File: src/rtl/nasti_rd_burst_arbiter.sv
// nasti_rd_burst_arbiter
// Two-requester NASTI read-channel arbiter with one burst outstanding on the
// shared slave. Tie-break is fixed (requester 0 wins) by default.
// Define NASTI_RD_ARB_ROUND_ROBIN_EN to alternate ties instead. In that mode
// the requester that was not served last wins.
//
// state | meaning
// IDLE  | no owner, arbitrate pending AR requests
// ADDR  | owner's AR forwarded to slave, waiting for AR handshake
// DATA  | slave R beats routed to owner until last beat accepted
module nasti_rd_burst_arbiter #(
   parameter int ID_WIDTH   = 1,
   parameter int ADDR_WIDTH = 8,
   parameter int DATA_WIDTH = 64,
   parameter int USER_WIDTH = 1
) (
   input  logic                  clk,
   input  logic                  rstn,
   input  logic [ID_WIDTH-1:0]   m0_ar_id,
   input  logic [ADDR_WIDTH-1:0] m0_ar_addr,
   input  logic [7:0]            m0_ar_len,
   input  logic [2:0]            m0_ar_size,
   input  logic [1:0]            m0_ar_burst,
   input  logic                  m0_ar_lock,
   input  logic [3:0]            m0_ar_cache,
   input  logic [2:0]            m0_ar_prot,
   input  logic [3:0]            m0_ar_qos,
   input  logic [3:0]            m0_ar_region,
   input  logic [USER_WIDTH-1:0] m0_ar_user,
   input  logic                  m0_ar_valid,
   output logic                  m0_ar_ready,
   input  logic [ID_WIDTH-1:0]   m1_ar_id,
   input  logic [ADDR_WIDTH-1:0] m1_ar_addr,
   input  logic [7:0]            m1_ar_len,
   input  logic [2:0]            m1_ar_size,
   input  logic [1:0]            m1_ar_burst,
   input  logic                  m1_ar_lock,
   input  logic [3:0]            m1_ar_cache,
   input  logic [2:0]            m1_ar_prot,
   input  logic [3:0]            m1_ar_qos,
   input  logic [3:0]            m1_ar_region,
   input  logic [USER_WIDTH-1:0] m1_ar_user,
   input  logic                  m1_ar_valid,
   output logic                  m1_ar_ready,
   output logic [ID_WIDTH-1:0]   m0_r_id,
   output logic [DATA_WIDTH-1:0] m0_r_data,
   output logic [1:0]            m0_r_resp,
   output logic                  m0_r_last,
   output logic [USER_WIDTH-1:0] m0_r_user,
   output logic                  m0_r_valid,
   input  logic                  m0_r_ready,
   output logic [ID_WIDTH-1:0]   m1_r_id,
   output logic [DATA_WIDTH-1:0] m1_r_data,
   output logic [1:0]            m1_r_resp,
   output logic                  m1_r_last,
   output logic [USER_WIDTH-1:0] m1_r_user,
   output logic                  m1_r_valid,
   input  logic                  m1_r_ready,
   output logic [ID_WIDTH-1:0]   s_ar_id,
   output logic [ADDR_WIDTH-1:0] s_ar_addr,
   output logic [7:0]            s_ar_len,
   output logic [2:0]            s_ar_size,
   output logic [1:0]            s_ar_burst,
   output logic                  s_ar_lock,
   output logic [3:0]            s_ar_cache,
   output logic [2:0]            s_ar_prot,
   output logic [3:0]            s_ar_qos,
   output logic [3:0]            s_ar_region,
   output logic [USER_WIDTH-1:0] s_ar_user,
   output logic                  s_ar_valid,
   input  logic                  s_ar_ready,
   input  logic [ID_WIDTH-1:0]   s_r_id,
   input  logic [DATA_WIDTH-1:0] s_r_data,
   input  logic [1:0]            s_r_resp,
   input  logic                  s_r_last,
   input  logic [USER_WIDTH-1:0] s_r_user,
   input  logic                  s_r_valid,
   output logic                  s_r_ready,
   output logic [1:0]            gnt,
   output logic                  busy
);

   localparam logic [1:0] IDLE = 2'd0;
   localparam logic [1:0] ADDR = 2'd1;
   localparam logic [1:0] DATA = 2'd2;

   logic [1:0] state;
   logic [1:0] pick;
   logic       in_addr;
   logic       in_data;
   logic       r_done;

   assign in_addr = (state == ADDR);
   assign in_data = (state == DATA);
   assign busy    = (state != IDLE);
   assign r_done  = in_data & s_r_valid & s_r_ready & s_r_last;

`ifdef NASTI_RD_ARB_ROUND_ROBIN_EN
   logic prio1;

   // remember who should win the next tie: the one not just served
   always_ff @(posedge clk or negedge rstn) begin
      if (!rstn)       prio1 <= 1'b0;
      else if (r_done) prio1 <= gnt[0];
   end

   // round-robin tie-break between simultaneous requests
   always_comb begin
      pick = 2'b01;
      if (m1_ar_valid && (!m0_ar_valid || prio1)) pick = 2'b10;
   end
`else
   // fixed priority: requester 0 wins any tie
   always_comb begin
      pick = 2'b01;
      if (!m0_ar_valid) pick = 2'b10;
   end
`endif

   // sequencer: one owner from grant through last R beat
   always_ff @(posedge clk or negedge rstn) begin
      if (!rstn) begin
         state <= IDLE;
         gnt   <= 2'b00;
      end else begin
         case (state)
            IDLE: if (m0_ar_valid || m1_ar_valid) begin
               gnt   <= pick;
               state <= ADDR;
            end
            ADDR: if (s_ar_valid && s_ar_ready) state <= DATA;
            DATA: if (r_done) begin
               gnt   <= 2'b00;
               state <= IDLE;
            end
            default: begin
               gnt   <= 2'b00;
               state <= IDLE;
            end
         endcase
      end
   end

   // AR mux: payload follows the grant; valid/ready only in ADDR
   always_comb begin
      {s_ar_id, s_ar_addr, s_ar_len, s_ar_size, s_ar_burst, s_ar_lock,
       s_ar_cache, s_ar_prot, s_ar_qos, s_ar_region, s_ar_user} =
         gnt[1] ?
         {m1_ar_id, m1_ar_addr, m1_ar_len, m1_ar_size, m1_ar_burst, m1_ar_lock,
          m1_ar_cache, m1_ar_prot, m1_ar_qos, m1_ar_region, m1_ar_user} :
         {m0_ar_id, m0_ar_addr, m0_ar_len, m0_ar_size, m0_ar_burst, m0_ar_lock,
          m0_ar_cache, m0_ar_prot, m0_ar_qos, m0_ar_region, m0_ar_user};
      s_ar_valid  = in_addr & ((gnt[0] & m0_ar_valid) | (gnt[1] & m1_ar_valid));
      m0_ar_ready = in_addr & gnt[0] & s_ar_ready;
      m1_ar_ready = in_addr & gnt[1] & s_ar_ready;
   end

   // R demux: payload broadcast, valid/ready qualified by owner in DATA
   always_comb begin
      m0_r_id    = s_r_id;
      m0_r_data  = s_r_data;
      m0_r_resp  = s_r_resp;
      m0_r_last  = s_r_last;
      m0_r_user  = s_r_user;
      m1_r_id    = s_r_id;
      m1_r_data  = s_r_data;
      m1_r_resp  = s_r_resp;
      m1_r_last  = s_r_last;
      m1_r_user  = s_r_user;
      m0_r_valid = in_data & gnt[0] & s_r_valid;
      m1_r_valid = in_data & gnt[1] & s_r_valid;
      s_r_ready  = in_data & ((gnt[0] & m0_r_ready) | (gnt[1] & m1_r_ready));
   end

endmodule
File: config.mk
export PLATFORM = sky130hd
export DESIGN_NAME = nasti_rd_burst_arbiter
export DESIGN_NICKNAME = d
export VERILOG_FILES = /design/src/rtl/nasti_rd_burst_arbiter.sv
export SDC_FILE = /design/constraint.sdc
export NUM_CORES = 1
export LEC_CHECK = 0
export CELL_PAD_IN_SITES_DETAIL_PLACEMENT = 1
export CELL_PAD_IN_SITES_GLOBAL_PLACEMENT = 1
export CORE_MARGIN = 2
export CORE_UTILIZATION = 11
export DETAILED_ROUTE_END_ITERATION = 6
export PLACE_DENSITY = 0.88
export SLEW_MARGIN = 20
export SYNTH_ARGS = -nofsm -noshare
export SYNTH_HDL_FRONTEND = slang
export SYNTH_SLANG_ARGS = --single-unit
File: constraint.sdc
create_clock -name clk -period 1.8 [get_ports clk]
set_input_delay 0.54 -clock clk [delete_from_list [all_inputs] [get_ports clk]]
set_output_delay 0.54 -clock clk [all_outputs]
set_load 0.02 [all_outputs]
# ---- Word level (Yosys, flattened, before mapping)
# Cells that the tools add are included.
dict set report totals {
  output_inout_bits 186
  ff_bits 4
}
dict set report classes {
  bitwise_logic 20
  muxes 8
  n_eq_ne 5
  n_reduce_logical 6
}
# op count
set ops {}
lappend ops {{39-bit two-way mux} 1}
lappend ops {{1-bit bitwise AND} 17}
lappend ops {{2-bit one-hot mux with 3 select lines} 2}
lappend ops {{2-bit two-way mux} 5}
lappend ops {{3-bit AND reduction} 2}
lappend ops {{2-bit by 1-bit != test with 1-bit output, second input constant} 2}
lappend ops {{2-bit by 1-bit equality test with 1-bit output, second input constant} 1}
lappend ops {{2-bit equality test, second input constant} 1}
lappend ops {{2-bit zero test} 1}
lappend ops {{2-bit != test, second input constant} 1}
lappend ops {{1-bit bitwise OR} 2}
lappend ops {{2-bit nonzero test} 1}
lappend ops {{1-bit logical AND} 1}
lappend ops {{1-bit logical OR} 1}
lappend ops {{1-bit NOT} 1}

# ---- Depth between registers and ports, before layout
dict set report logic_depth {
  word_depth 7
  mapped_depth 4
  ltp_nobuf 3
}

# ---- Worst setup path after synthesis
# Ideal clock, no wire load.
dict set report synth_path {
  kind {register to output}
  from {register gnt[1]}
  to {output s_ar_addr[6]}
  slack_ns 0.090
  t_arrival_ns 1.170
  stages_incl_launch_ff 4
  required_time_ns 1.260
  cell_sequence {dfrtp_1 > buf_6 > clkbuf_8 > mux2_2}
}
dict set report synth_via {
  elab_chain_cells 1
}
# element line_no
set synth_rtl {}
lappend synth_rtl {{from (decl)} 79} ;# output logic [1:0] gnt,
lappend synth_rtl {{from (signal assigned)} 128} ;# gnt <= pick;
lappend synth_rtl {{39-bit two-way mux} 148} ;# gnt[1] ?
lappend synth_rtl {{to (decl)} 60} ;# output logic [ADDR_WIDTH-1:0] s_ar_addr,
# Every way passes these cells.

# ---- Final worst setup path
dict set report layout_path {
  from {register gnt[1]}
  to {output s_r_ready}
}
dict set report layout_via {
  elab_chain_cells 3
}
# element line_no
set layout_rtl {}
lappend layout_rtl {{1-bit bitwise AND} 172} ;# s_r_ready = in_data & ((gnt[0] & m0_r_ready) | (gnt[1] & m1_r_ready));
lappend layout_rtl {{1-bit bitwise OR} 172}
lappend layout_rtl {{1-bit bitwise AND} 172}
lappend layout_rtl {{to (decl)} 78} ;# output logic s_r_ready,
# Every way passes these cells.

==> results.json <==
{
  "maxCapViolCount": 0,
  "outcome": "finished with violations",
  "worstPathRequired_ns": 1.26,
  "wl_per_cell_um": 15.89,
  "endpoint_kind": "output port",
  "post-route-period-util": 1.089,
  "clock_sinks": 4,
  "place_congestion": 0.7327,
  "yosysTopAreaCell": "buf_4",
  "cts_tree": "yes",
  "skew_ns": 0.005165,
  "arrival_ns": 1.42,
  "antenna_found_initial": 0,
  "yosysWarnings": 0,
  "path_class": "flip-flop to output port",
  "synthCells": 214,
  "postCtsHoldBufs": 0,
  "layout-drive-gt1-share": 0.5197,
  "register_area_um2": 101.3,
  "ys_async_sr_fraction": 1.000,
  "cts_root_buffer": "clkbuf_16",
  "die_w_um": 132.9,
  "grt_use_met2": 0.1195,
  "wl_mm": 7.133,
  "violations": "setup timing",
  "yosysUniqueCellTypes": 22,
  "yosys.cell_count.top_type": "buf_4",
  "ios": 341,
  "tns_ns": -5.055,
  "rows": 47,
  "synth_area_per_cell_um2": 8.542,
  "grt_max_degree": 11,
  "start_util": 0.1114,
  "clock_latency_ns": 0.23,
  "hold_class": "input port to asynchronous set/reset pin",
  "clockBufferDepth": 2,
  "cp-start-kind": "flip-flop",
  "whs_ns": 0.5237,
  "firstDrtPassIters": 4,
  "final_nets": 385,
  "critical_path.max_fanout": 8,
  "layout_min_cycle_time_ns": 1.961,
  "ant_nets": 0,
  "relSlewSlack": 0.8468,
  "finalSetupViolCount": 42,
  "die_y_um": 132.9,
  "core_area_um2": 16410,
  "hpwl_mm": 5.460,
  "rsz0062_at_grt": "yes",
  "grt_pass1_vias": 1629,
  "final-hold-violation-count": 0,
  "cts_max_level": 1,
  "area.growth.synth_to_final_pct": 43.46,
  "leakage_nw": 1.054,
  "gr-total-overflow": 0,
  "synth_top_flop_cell": "dfrtp_1",
  "synth-seq-area-share": 0.05476,
  "met1_usage": 0.07692,
  "layout_setup_ws_ns": -0.1607,
  "multi_input_area_um2": 660.6,
  "synthTopCellsByCount": "buf_4 (138), mux2_2 (39), and3_1 (4), clkbuf_8 (4), dfrtp_1 (4)",
  "place_area_um2": 2466,
  "rr_worst_depth": 7,
  "powerDensity_nw_per_um2": 1214,
  "cts.clk_slew.worst_paths_ns": 0.03,
  "portBuffers": 136,
  "post-route-util": 0.1598,
  "grt_first_pass_wirelength_mm": 9.970,
  "fillers": 1916,
  "vias_per_cell": 3.180,
  "fmax_mhz": 510.0,
  "design_area_um2": 2623,
  "grt_use_met3": 0.03410,
  "synth_fp_nets": 369,
  "synth_top_cell_area_share": 0.5667,
  "top_usage_layer": "met2",
  "slew_violations": 0,
  "drt_iter0_markers": 16,
  "synth-seq-cells": 4,
  "synthesis.area_um2": 1828,
  "num_vias": 1428,
  "dp_slack_ns": -0.6721,
  "grtUsageTotal": 0.07552,
  "synth-edff-count": 0,
  "cts_buffers": 3,
  "diodes": 0,
  "die_area_um2": 17670,
  "worstMarginPinSlew_ns": 0.2307,
  "synth_area_leaders": "buf_4 (57%), mux2_2 (24%), dfrtp_1 (5.5%), clkbuf_8 (3.0%), and3_1 (1.4%)",
  "drc": 0,
  "peakVddDrop_mv": 0.3546
}
## metrics by stage
stage	total power [W]	instances
after floorplan	0.001880	214
after global placement	0.002453	439
after detailed placement	0.002473	439
after CTS	0.003128	448
after global routing	0.003357	449
final	0.003184	449
## cells in the final DEF, fill, tap and decap left out, types with 2 or more instances in the layout
master / n
dlygate4sd2_1: 7
buf_16: 3
and3_4: 2
buf_12: 3
nand3_1: 2
nand2_1: 3
nand2b_1: 2
buf_6: 22
mux2_4: 4
clkdlybuf4s50_1: 80
and3_1: 2
buf_2: 20
inv_1: 3
buf_4: 19
clkbuf_16: 3
mux2_2: 35
dfrtp_1: 3
## registers in the layout (all words and copies together), names as in the netlist
register	count
gnt	2
state	2
## timing repair
action / 4_1_cts / 5_1_grt
pin swaps: 2 / 3
gates cloned: 3 / 0
buffers inserted: 2 / 1
endpoints found under the setup margin: 50 / 47
resized for setup: 251 / 20
## worst paths after layout
path / startpoint / to / slack, ns
worst min-delay path: rstn / gnt[0]$_DFFE_PN0P_ / 0.52
max in group asynchronous: rstn / gnt[1]$_DFFE_PN0P_ / 1.08
min in group clk: state[1]$_DFFE_PN0P_ / state[1]$_DFFE_PN0P_ / 0.62
worst min register to register: state[1]$_DFFE_PN0P_ / state[1]$_DFFE_PN0P_ / 0.62
worst max-delay path: gnt[1]$_DFFE_PN0P_ / s_r_ready / -0.16
worst max register to register: gnt[1]$_DFFE_PN0P_ / gnt[1]$_DFFE_PN0P_ / 0.30
## worst max-delay path, cell delays in order (launching register included)
cell and delay [ns]:
dfrtp_2 0.40, buf_12 0.15, buf_16 0.15, buf_6 0.12
a22oi_4 0.12, nor2_1 0.07, buf_4 0.16
## kinds of logic after synthesis
logic type,count (synthesis),share of synthesized area
AO/OA/AOI/OAI,8,0.04586
buffers and inverters,146,0.6092
AND/OR/NAND/NOR,17,0.04997
flip-flops,4,0.05476
multiplexers,39,0.2402
## layout make-up
cell class                 instances  area share
timing repair buffer             154      0.5701
sequential                         4     0.03864
clock buffer                       4     0.03006
multi-input combinational         64      0.2519
inverter                           3    0.004294
tap                              220      0.1050
## power breakdown
group / switching (W) / leakage, nW / internal [W]
combinational: 0.00120 / 0.968 / 0.00145
clock: 0.0000728 / 0.0382 / 0.000293
sequential: 0.0000339 / 0.0477 / 0.000133
## layer usage
metal	routed length, um	share of wire
met3	856	0.12
met2	3248	0.46
met4	424	0.059
met1	2565	0.36
met5	39	0.0055
No activity file was read; power rests on OpenSTA's default activity.
